===== src/rtl/pio_rsp_arb_if.sv =====
// rtl/pio_rsp_arb_if.sv - per-channel completion inputs and merged CC output of the PIO arbiter
`ifndef PIO_DATA_W
`define PIO_DATA_W 64
`endif

interface pio_rsp_arb_if #(
  parameter int CHANNEL_NUM = 6
);
  logic [CHANNEL_NUM*`PIO_DATA_W-1:0] s_axis_rsp_data;
  logic [CHANNEL_NUM*96-1:0]          s_axis_rsp_head;
  logic [CHANNEL_NUM-1:0]             s_axis_rsp_last;
  logic [CHANNEL_NUM-1:0]             s_axis_rsp_valid;
  logic [CHANNEL_NUM-1:0]             s_axis_rsp_ready;
  logic [`PIO_DATA_W-1:0]             m_axis_cc_tdata;
  logic [95:0]                        m_axis_cc_tuser;
  logic                               m_axis_cc_tlast;
  logic                               m_axis_cc_tvalid;
  logic                               m_axis_cc_tready;

  // Arbiter side.
  modport slave (
    input  s_axis_rsp_data, s_axis_rsp_head, s_axis_rsp_last, s_axis_rsp_valid,
    output s_axis_rsp_ready,
    output m_axis_cc_tdata, m_axis_cc_tuser, m_axis_cc_tlast, m_axis_cc_tvalid,
    input  m_axis_cc_tready
  );

  // Requester / downstream side.
  modport master (
    output s_axis_rsp_data, s_axis_rsp_head, s_axis_rsp_last, s_axis_rsp_valid,
    input  s_axis_rsp_ready,
    input  m_axis_cc_tdata, m_axis_cc_tuser, m_axis_cc_tlast, m_axis_cc_tvalid,
    output m_axis_cc_tready
  );
endinterface


===== src/rtl/pio_rsp_arb.sv =====
// rtl/pio_rsp_arb.sv - round-robin, packet-atomic merge of PIO completion channels into the CC stream
`ifndef PIO_DATA_W
`define PIO_DATA_W 64
`endif

module pio_rsp_arb #(
  parameter int CHANNEL_NUM = 6,
  parameter int CNT_W       = 32
) (
  input  logic             clk,
  input  logic             rst_n,
  pio_rsp_arb_if.slave     bus,
  output logic [CNT_W-1:0] cpl_cnt,
  output logic             arb_busy
);
  localparam int DW = `PIO_DATA_W;

  typedef enum logic {IDLE, LOCK} state_t;

  state_t                   state, state_nxt;
  logic [2:0]               gnt, rr_ptr, scan_sel;
  logic                     scan_hit, first_flag;
  logic                     out_free, beat_acc, pkt_end;
  logic [DW-1:0]            sel_data;
  logic [95:0]              sel_head;
  logic                     sel_valid, sel_last;
  logic [2*CHANNEL_NUM-1:0] valid_dbl;
  logic [CHANNEL_NUM-1:0]   valid_rot;
  int                       scan_idx;

  // Rotating the request vector by rr_ptr turns the round-robin scan into a priority scan from bit 0.
  always_comb begin
    valid_dbl = {bus.s_axis_rsp_valid, bus.s_axis_rsp_valid} >> rr_ptr;
    valid_rot = valid_dbl[CHANNEL_NUM-1:0];
    scan_hit  = 1'b0;
    scan_sel  = 3'd0;
    scan_idx  = 0;
    for (int k = 0; k < CHANNEL_NUM; k++) begin
      if (!scan_hit && valid_rot[k]) begin
        scan_hit = 1'b1;
        scan_idx = int'(rr_ptr) + k;
        if (scan_idx >= CHANNEL_NUM) scan_idx = scan_idx - CHANNEL_NUM;
        scan_sel = scan_idx[2:0];
      end
    end
  end

  always_comb begin
    sel_data  = '0;
    sel_head  = '0;
    sel_valid = 1'b0;
    sel_last  = 1'b0;
    for (int i = 0; i < CHANNEL_NUM; i++) begin
      if (gnt == 3'(i)) begin
        sel_data  = bus.s_axis_rsp_data[i*DW +: DW];
        sel_head  = bus.s_axis_rsp_head[i*96 +: 96];
        sel_valid = bus.s_axis_rsp_valid[i];
        sel_last  = bus.s_axis_rsp_last[i];
      end
    end
  end

  assign out_free = !bus.m_axis_cc_tvalid || bus.m_axis_cc_tready;
  assign beat_acc = (state == LOCK) && sel_valid && out_free;
  assign pkt_end  = beat_acc && sel_last;
  assign arb_busy = (state == LOCK);

  always_comb begin
    bus.s_axis_rsp_ready = '0;
    for (int i = 0; i < CHANNEL_NUM; i++) begin
      bus.s_axis_rsp_ready[i] = (state == LOCK) && (gnt == 3'(i)) && out_free;
    end
  end

  always_ff @(posedge clk or negedge rst_n) begin
    if (!rst_n) state <= IDLE;
    else        state <= state_nxt;
  end

  always_comb begin
    state_nxt = state;
    case (state)
      IDLE:    if (scan_hit) state_nxt = LOCK;
      LOCK:    if (pkt_end)  state_nxt = IDLE;
      default: state_nxt = IDLE;
    endcase
  end

  always_ff @(posedge clk or negedge rst_n) begin
    if (!rst_n) begin
      gnt        <= 3'd0;
      rr_ptr     <= 3'd0;
      first_flag <= 1'b1;
    end else begin
      if (state == IDLE && scan_hit) gnt <= scan_sel;
      if (pkt_end) begin
        rr_ptr     <= (gnt == 3'(CHANNEL_NUM-1)) ? 3'd0 : gnt + 3'd1;
        first_flag <= 1'b1;
      end else if (beat_acc) begin
        first_flag <= 1'b0;
      end
    end
  end

  // tuser is captured once per packet so it stays constant across all its beats.
  always_ff @(posedge clk or negedge rst_n) begin
    if (!rst_n) begin
      bus.m_axis_cc_tdata  <= '0;
      bus.m_axis_cc_tuser  <= '0;
      bus.m_axis_cc_tlast  <= 1'b0;
      bus.m_axis_cc_tvalid <= 1'b0;
    end else if (beat_acc) begin
      bus.m_axis_cc_tdata  <= sel_data;
      bus.m_axis_cc_tlast  <= sel_last;
      bus.m_axis_cc_tvalid <= 1'b1;
      if (first_flag) bus.m_axis_cc_tuser <= sel_head;
    end else if (bus.m_axis_cc_tready) begin
      bus.m_axis_cc_tvalid <= 1'b0;
    end
  end

  always_ff @(posedge clk or negedge rst_n) begin
    if (!rst_n) begin
      cpl_cnt <= '0;
    end else if (bus.m_axis_cc_tvalid && bus.m_axis_cc_tready && bus.m_axis_cc_tlast) begin
      cpl_cnt <= cpl_cnt + CNT_W'(1);
    end
  end
endmodule


===== src/flat_wrapper.sv =====
// flat-port wrapper written by rule: the top's interface ports become plain ports
module pio_rsp_arb_flat 
#(
  parameter int CHANNEL_NUM = 6,
  parameter int CNT_W       = 32
)
  (clk, rst_n, cpl_cnt, arb_busy, bus_s_axis_rsp_data, bus_s_axis_rsp_head, bus_s_axis_rsp_last, bus_s_axis_rsp_valid, bus_s_axis_rsp_ready, bus_m_axis_cc_tdata, bus_m_axis_cc_tuser, bus_m_axis_cc_tlast, bus_m_axis_cc_tvalid, bus_m_axis_cc_tready);
  pio_rsp_arb_if #(.CHANNEL_NUM(CHANNEL_NUM)) bus_i ();
  input  logic clk;
  input  logic rst_n;
  output logic [CNT_W-1:0] cpl_cnt;
  output logic arb_busy;
  input wire logic [$bits(bus_i.s_axis_rsp_data)-1:0] bus_s_axis_rsp_data;
  input wire logic [$bits(bus_i.s_axis_rsp_head)-1:0] bus_s_axis_rsp_head;
  input wire logic [$bits(bus_i.s_axis_rsp_last)-1:0] bus_s_axis_rsp_last;
  input wire logic [$bits(bus_i.s_axis_rsp_valid)-1:0] bus_s_axis_rsp_valid;
  output wire logic [$bits(bus_i.s_axis_rsp_ready)-1:0] bus_s_axis_rsp_ready;
  output wire logic [$bits(bus_i.m_axis_cc_tdata)-1:0] bus_m_axis_cc_tdata;
  output wire logic [$bits(bus_i.m_axis_cc_tuser)-1:0] bus_m_axis_cc_tuser;
  output wire logic [$bits(bus_i.m_axis_cc_tlast)-1:0] bus_m_axis_cc_tlast;
  output wire logic [$bits(bus_i.m_axis_cc_tvalid)-1:0] bus_m_axis_cc_tvalid;
  input wire logic [$bits(bus_i.m_axis_cc_tready)-1:0] bus_m_axis_cc_tready;
  assign bus_i.s_axis_rsp_data = bus_s_axis_rsp_data;
  assign bus_i.s_axis_rsp_head = bus_s_axis_rsp_head;
  assign bus_i.s_axis_rsp_last = bus_s_axis_rsp_last;
  assign bus_i.s_axis_rsp_valid = bus_s_axis_rsp_valid;
  assign bus_s_axis_rsp_ready = bus_i.s_axis_rsp_ready;
  assign bus_m_axis_cc_tdata = bus_i.m_axis_cc_tdata;
  assign bus_m_axis_cc_tuser = bus_i.m_axis_cc_tuser;
  assign bus_m_axis_cc_tlast = bus_i.m_axis_cc_tlast;
  assign bus_m_axis_cc_tvalid = bus_i.m_axis_cc_tvalid;
  assign bus_i.m_axis_cc_tready = bus_m_axis_cc_tready;
  pio_rsp_arb #(.CHANNEL_NUM(CHANNEL_NUM), .CNT_W(CNT_W)) u_core (.clk(clk), .rst_n(rst_n), .bus(bus_i), .cpl_cnt(cpl_cnt), .arb_busy(arb_busy));
endmodule

===== config.mk =====
export PLATFORM = sky130hd
export DESIGN_NAME = pio_rsp_arb_flat
export DESIGN_NICKNAME = d
export VERILOG_FILES = /design/src/rtl/pio_rsp_arb_if.sv /design/src/rtl/pio_rsp_arb.sv /design/src/flat_wrapper.sv
export SDC_FILE = /design/constraint.sdc
export NUM_CORES = 1
export LEC_CHECK = 0
export CORE_AREA = 2 2 452 454
export DETAILED_ROUTE_END_ITERATION = 12
export DIE_AREA = 0 0 454 456
export GPL_ROUTABILITY_DRIVEN = 0
export SETUP_SLACK_MARGIN = 0.05
export SLEW_MARGIN = 20
export SYNTH_ARGS = -nofsm -noshare
export SYNTH_HDL_FRONTEND = slang
export SYNTH_SLANG_ARGS = --single-unit

===== constraint.sdc =====
create_clock -name clk -period 3.7 [get_ports clk]
set_input_delay 0.74 -clock clk [delete_from_list [all_inputs] [get_ports clk]]
set_output_delay 0.74 -clock clk [all_outputs]
set_load 0.03 [all_outputs]

# Yosys cells after proc, flatten, opt, wreduce, memory -nomap -nowiden
# Index checks and enable logic that the tools add are counted.
[word_totals] ff_bits=202 input_bits=975
[op_classes] n_mux=50 shifts=1 n_addsub=13 order_cmp=6 n_eq_ne=5 n_bitwise=1 reduce_logical=34
[ops] operator="two-way mux 96 bit" n=6
[ops] operator="two-way mux 64 bit" n=6
[ops] operator="two-way mux 3 bit" n=13
[ops] operator="adder 32 x 1 -> 32 bit (second input constant)" n=1
[ops] operator="two-way mux 1 bit" n=24
[ops] operator="logical AND 1 bit" n=23
[ops] operator=">= comparator 4 x 3 -> 1 bit (second input constant)" n=5
[ops] operator="subtractor 3 x 2 -> 3 bit (second input constant)" n=5
[ops] operator=">> shifter 12 x 3 -> 6 bit" n=1
[ops] operator="adder 3 x 2 -> 4 bit (second input constant)" n=2
[ops] operator="adder 3 x 3 -> 4 bit (second input constant)" n=2
[ops] operator="== test 3 x 2 -> 1 bit (second input constant)" n=2
[ops] operator="== test 3 bit (second input constant)" n=2
[ops] operator="zero test 1 bit" n=6
[ops] operator="adder 3 x 1 -> 4 bit (second input constant)" n=1
[ops] operator="nonzero test 2 bit" n=2
[ops] operator="adder 3 x 1 -> 3 bit (second input constant)" n=1
[ops] operator="== test 3 x 1 -> 1 bit (second input constant)" n=1
[ops] operator=">= comparator 3 bit (second input constant)" n=1
[ops] operator="zero test 3 bit" n=1
[ops] operator="subtractor 3 bit (second input constant)" n=1
[ops] operator="one-hot mux 1 bit (2 select lines)" n=1
[ops] operator="AND reduction 2 bit" n=1
[ops] operator="logical OR 1 bit" n=1
[ops] operator="inverter 1 bit" n=1

# Longest topological paths before layout
[depth] depth_word=19 mapped_depth=13 depth_no_buf=8

# Least setup slack after synthesis
# OpenSTA, ideal clock, no wires.
[synth_timing] path_type="register to output" startpoint="register u_core.gnt[1]" endpoint="output port bus_s_axis_rsp_ready[3]" arrival_ns=2.688 stages_incl_launch_ff=11 path_buffers=7 slack_ns=0.272 path_cell_list="dfrtp_1 -> buf_2 -> buf_2 -> clkbuf_1 -> clkbuf_1 -> and2_1 -> ha_1 -> clkbuf_1 -> clkbuf_1 -> clkbuf_1 -> and3_1"
[synth_between] elab_chain_cells=3
[synth_rtl] element="start: declaration" line_no="pio_rsp_arb.sv:21" rtl="logic [2:0] gnt, rr_ptr, scan_sel;"
[synth_rtl] element="start signal: assignment" line_no="pio_rsp_arb.sv:95" rtl="if (state == IDLE && scan_hit) gnt <= scan_sel;"
[synth_rtl] element="== test 3 x 2 -> 1 bit" line_no="pio_rsp_arb.sv:71" rtl="bus.s_axis_rsp_ready[i] = (state == LOCK) && (gnt == 3'(i)) && out_free;"
[synth_rtl] element="logical AND 1 bit (2 in series)" line_no="pio_rsp_arb.sv:71"
[synth_rtl] element="end: declaration" line_no="flat_wrapper.sv:17" rtl="output wire logic [$bits(bus_i.s_axis_rsp_ready)-1:0] bus_s_axis_rsp_ready;"
# No other way between the ends.

# Final worst setup path
[layout_timing] startpoint="input port bus_m_axis_cc_tready" endpoint="output port bus_s_axis_rsp_ready[0]"
[layout_between] elab_chain_cells=2
[layout_rtl] element="start: declaration" line_no="flat_wrapper.sv:22" rtl="input wire logic [$bits(bus_i.m_axis_cc_tready)-1:0] bus_m_axis_cc_tready;"
[layout_rtl] element="logical OR 1 bit" line_no="pio_rsp_arb.sv:63" rtl="assign out_free = !bus.m_axis_cc_tvalid || bus.m_axis_cc_tready;"
[layout_rtl] element="logical AND 1 bit" line_no="pio_rsp_arb.sv:71"
# No other way between the ends.

==> summary.md <==
| Metric | Value |
|---|---|
| Post-synthesis async set-or-reset flop share | `1.00` |
| Worst-Margin Slew | `1020 ps` |
| Sequential area share after synthesis | `0.311` |
| MaxCap Viol Count | `0` |
| Avg Cell Area, Syn | `about 8.4 um^2` |
| Initial Utilization | `0.0805` |
| Worst path slowest cell | `clkdlybuf4s50_1` |
| Power per Cell Area | `between 700 and 800 nW/um^2` |
| Skew-Pair Late Insertion Delay | `roughly 640 ps` |
| DP HPWL | `~170 mm` |
| Wire per inst | `about 33 um` |
| Unrepaired setup endpoints after global routing | `false` |
| Total grt overflow | `0` |
| Skew final | `slightly below 40 ps` |
| I/O pin count | `roughly 1200` |
| Share of cells above drive strength 1 | `0.0965` |
| TritonCTS buffer count | `27` |
| Vias in the first global route | `between 20000 and 25000` |
| #FFs+latches synth | `202` |
| GRT Overall Usage | `0.178` |
| Fin. max-slew vios | `0` |
| Vias per inst | `about 4` |
| P&R area growth vs syn | `104%` |
| Hold crit path type | `flip-flop to flip-flop` |
| DIE HEIGHT | `between 400 and 500 um` |
| Post-synthesis cell area | `~16000 um^2` |
| Clk sinks | `roughly 200` |
| Buf+Inv Stages, Crit Path | `4` |
| Finished Cell Area | `33100 um^2` |
| Worst Path Required | `about 3000 ps` |
| Status | `finished clean` |
| Final Hold Viols | `0` |
| Dominant synthesized flop cell | `dfrtp_1` |
| Max Fanout on Critical Path | `5` |
| Bufs on Longest Clock Path | `3` |
| CP delay by family, top | `buffers and inverters` |
| Unique masters post-synth | `64` |
| Period minus WS final | `about 3200 ps` |
| Mapped Nets | `a little under 3000` |
| Die area | `just over 200000 um^2` |
| # nets final | `~4000` |
| CORE AREA | `between 200000 and 250000 um^2` |
| Number of synthesized flops with an enable pin | `0` |
| Final ANT Viol Nets | `0` |
| Die span in x | `roughly 450 um` |
| P_leak | `roughly 0.012 uW` |
| GR Layer Usage met1 | `0.182` |
| YS warnings | `0` |
| Largest net degree at the start of global routing | `94` |
| Via count | `between 20000 and 25000` |
| Crit end category | `primary output` |
| DRC Markers | `0` |
| Worst setup SP type | `input port` |
| Placed cell areas | `approximately 32000 um^2` |
| Initial DRC Count | `between 2000 and 3000` |
| GR Util met3 | `0.0876` |
| Global route hottest layer | `met2` |
| Drt first pass iters | `7` |
| WL final | `between 150 and 200 mm` |
| Initial antenna violation count | `around 230` |
| Setup TNS | `0 ps` |
| First-pass GRT wire length | `between 200 and 250 mm` |
| Leading cell type in the layout, fill and taps excluded | `clkdlybuf4s50_1` |
| Data arrival time of the critical path | `roughly 2500 ps` |
| Synth Instances | `~1900` |
| Worst rel slew slack | `0.312` |
| Fmax | `between 300 and 400 MHz` |
| Gates resized, CTS repair | `0` |
| Reg2reg setup slack | `620 ps` |
| Top cell by count, worst path | `buf_4` |
| Final Util | `0.164` |
| Worst stage delay on the critical path | `roughly 460 ps` |
| CTS tree | `done` |
| Crit Path Class | `input port to primary output` |
| Setup-failing EPs final | `0` |
| Critical path, cell by cell | `clkdlybuf4s50_1 > buf_4 > nand2b_1 > nand2_1 > buf_4 > nor4_1 > buf_4` |
| Clock root cell | `clkbuf_16` |
| Commonest non-fill, non-tap cells in the layout | `clkdlybuf4s50_1 (1167), nand2_1 (220), a21oi_1 (200), dfrtp_1 (199), nor2_1 (182)` |
| Final period util | `0.863` |
| Rows | `between 150 and 200` |
| H-tree depth | `1` |
| Grt met2 use | `0.305` |
| Peak supply drop | `~0.43 mV` |
| PortBufs | `roughly 1200` |
| CTS clk-pin slew, worst paths | `60 ps` |
==> synth_stat cells (3+ instances only) <==
cell type,n,area (um^2)
clkbuf_1,134,503
nand3_1,14,70.1
o32ai_1,3,26.3
a211oi_1,3,22.5
mux2_1,25,282
a221oi_1,161,1410
nor2_1,185,694
ha_1,12,150
and4_1,5,43.8
xor2_1,11,96.3
buf_4,4,30.0
inv_1,7,26.3
buf_2,51,255
nand2_1,220,826
dfrtp_1,201,5030
o31ai_1,97,728
o2bb2ai_1,66,578
nand4_1,7,43.8
mux2i_1,180,1800
a21oi_1,200,1000
a21boi_0,3,22.5
or2_2,3,18.8
and3_1,7,43.8
and2_1,4,25.0
o21ai_0,103,515
nand2b_1,5,31.3
mux2_2,85,957
xnor2_1,24,210
buf_1,10,37.5
nor3_1,69,345
==> path summary, 6_finish.rpt <==
kind | start | to | depth (start not counted)
min | u_core.cpl_cnt[31] | u_core.cpl_cnt[31] | 1
max in group asynchronous | rst_n | u_core.cpl_cnt[9] | 3
max | bus_m_axis_cc_tready | bus_s_axis_rsp_ready[0] | 7
min reg2reg | u_core.cpl_cnt[31] | u_core.cpl_cnt[31] | 1
max reg2reg | u_core.gnt[2] | u_core.bus.m_axis_cc_tuser[89] | 9
min in group asynchronous | rst_n | u_core.bus.m_axis_cc_tdata[51] | 2
==> final cells by class <==
type,instances,area [um^2]
multi-input combinational,1529,10400
inverter,9,33.8
fill,22700,169000
timing repair buffer,1319,13200
clock buffer,37,733
tap,2672,3340
antenna,77,193
clock inverter,12,129
sequential,202,5060
==> metal layers <==
layer,vias up,share of wire
li1,9690,-
met1,11300,0.34
met2,1695,0.48
met3,539,0.12
met4,140,0.053
met5,-,0.0048
==> registers in the layout, indices dropped and copies added, names as in the netlist <==
name                         count
u_core.bus.m_axis_cc_tvalid      1
u_core.rr_ptr                    3
u_core.gnt                       3
u_core.bus.m_axis_cc_tuser      96
u_core.bus.m_axis_cc_tdata      64
u_core.cpl_cnt                  32
u_core.bus.m_axis_cc_tlast       1
u_core.first_flag                1
u_core.arb_busy                  1
==> logic make-up after synthesis <==
family	Yosys count	synth area share
flip-flops	202	0.311
XOR/XNOR	35	0.0189
adder cells (fa/ha/maj)	12	0.00924
AND/OR/NAND/NOR	531	0.138
buffers and inverters	211	0.0546
multiplexers	293	0.191
AO/OA/AOI/OAI	658	0.277
==> per-stage QoR <==
stage,hold WS (ps),cells,total power [uW],setup slack (ps)
after floorplan,444,1942,13300,272
after global placement,458,5730,23500,484
after detailed placement,464,5730,23600,462
after CTS,477,5780,26400,374
after global routing,485,5822,27500,352
final,475,5857,26400,505
==> what timing repair did <==
action | CTS | global route
endpoints found under the hold margin | 13 | 0
setup buffers | 0 | 0
hold buffers | 1 | 0
==> power breakdown <==
part	total [uW]	leakage [uW]	switching, uW	internal, uW
logic	19700	0.00926	12300	7340
registers	3980	0.00253	864	3120
clock network	2710	0.000415	1190	1520
total	26400	0.0122	14400	12000
(Power assumes the default switching activity.)
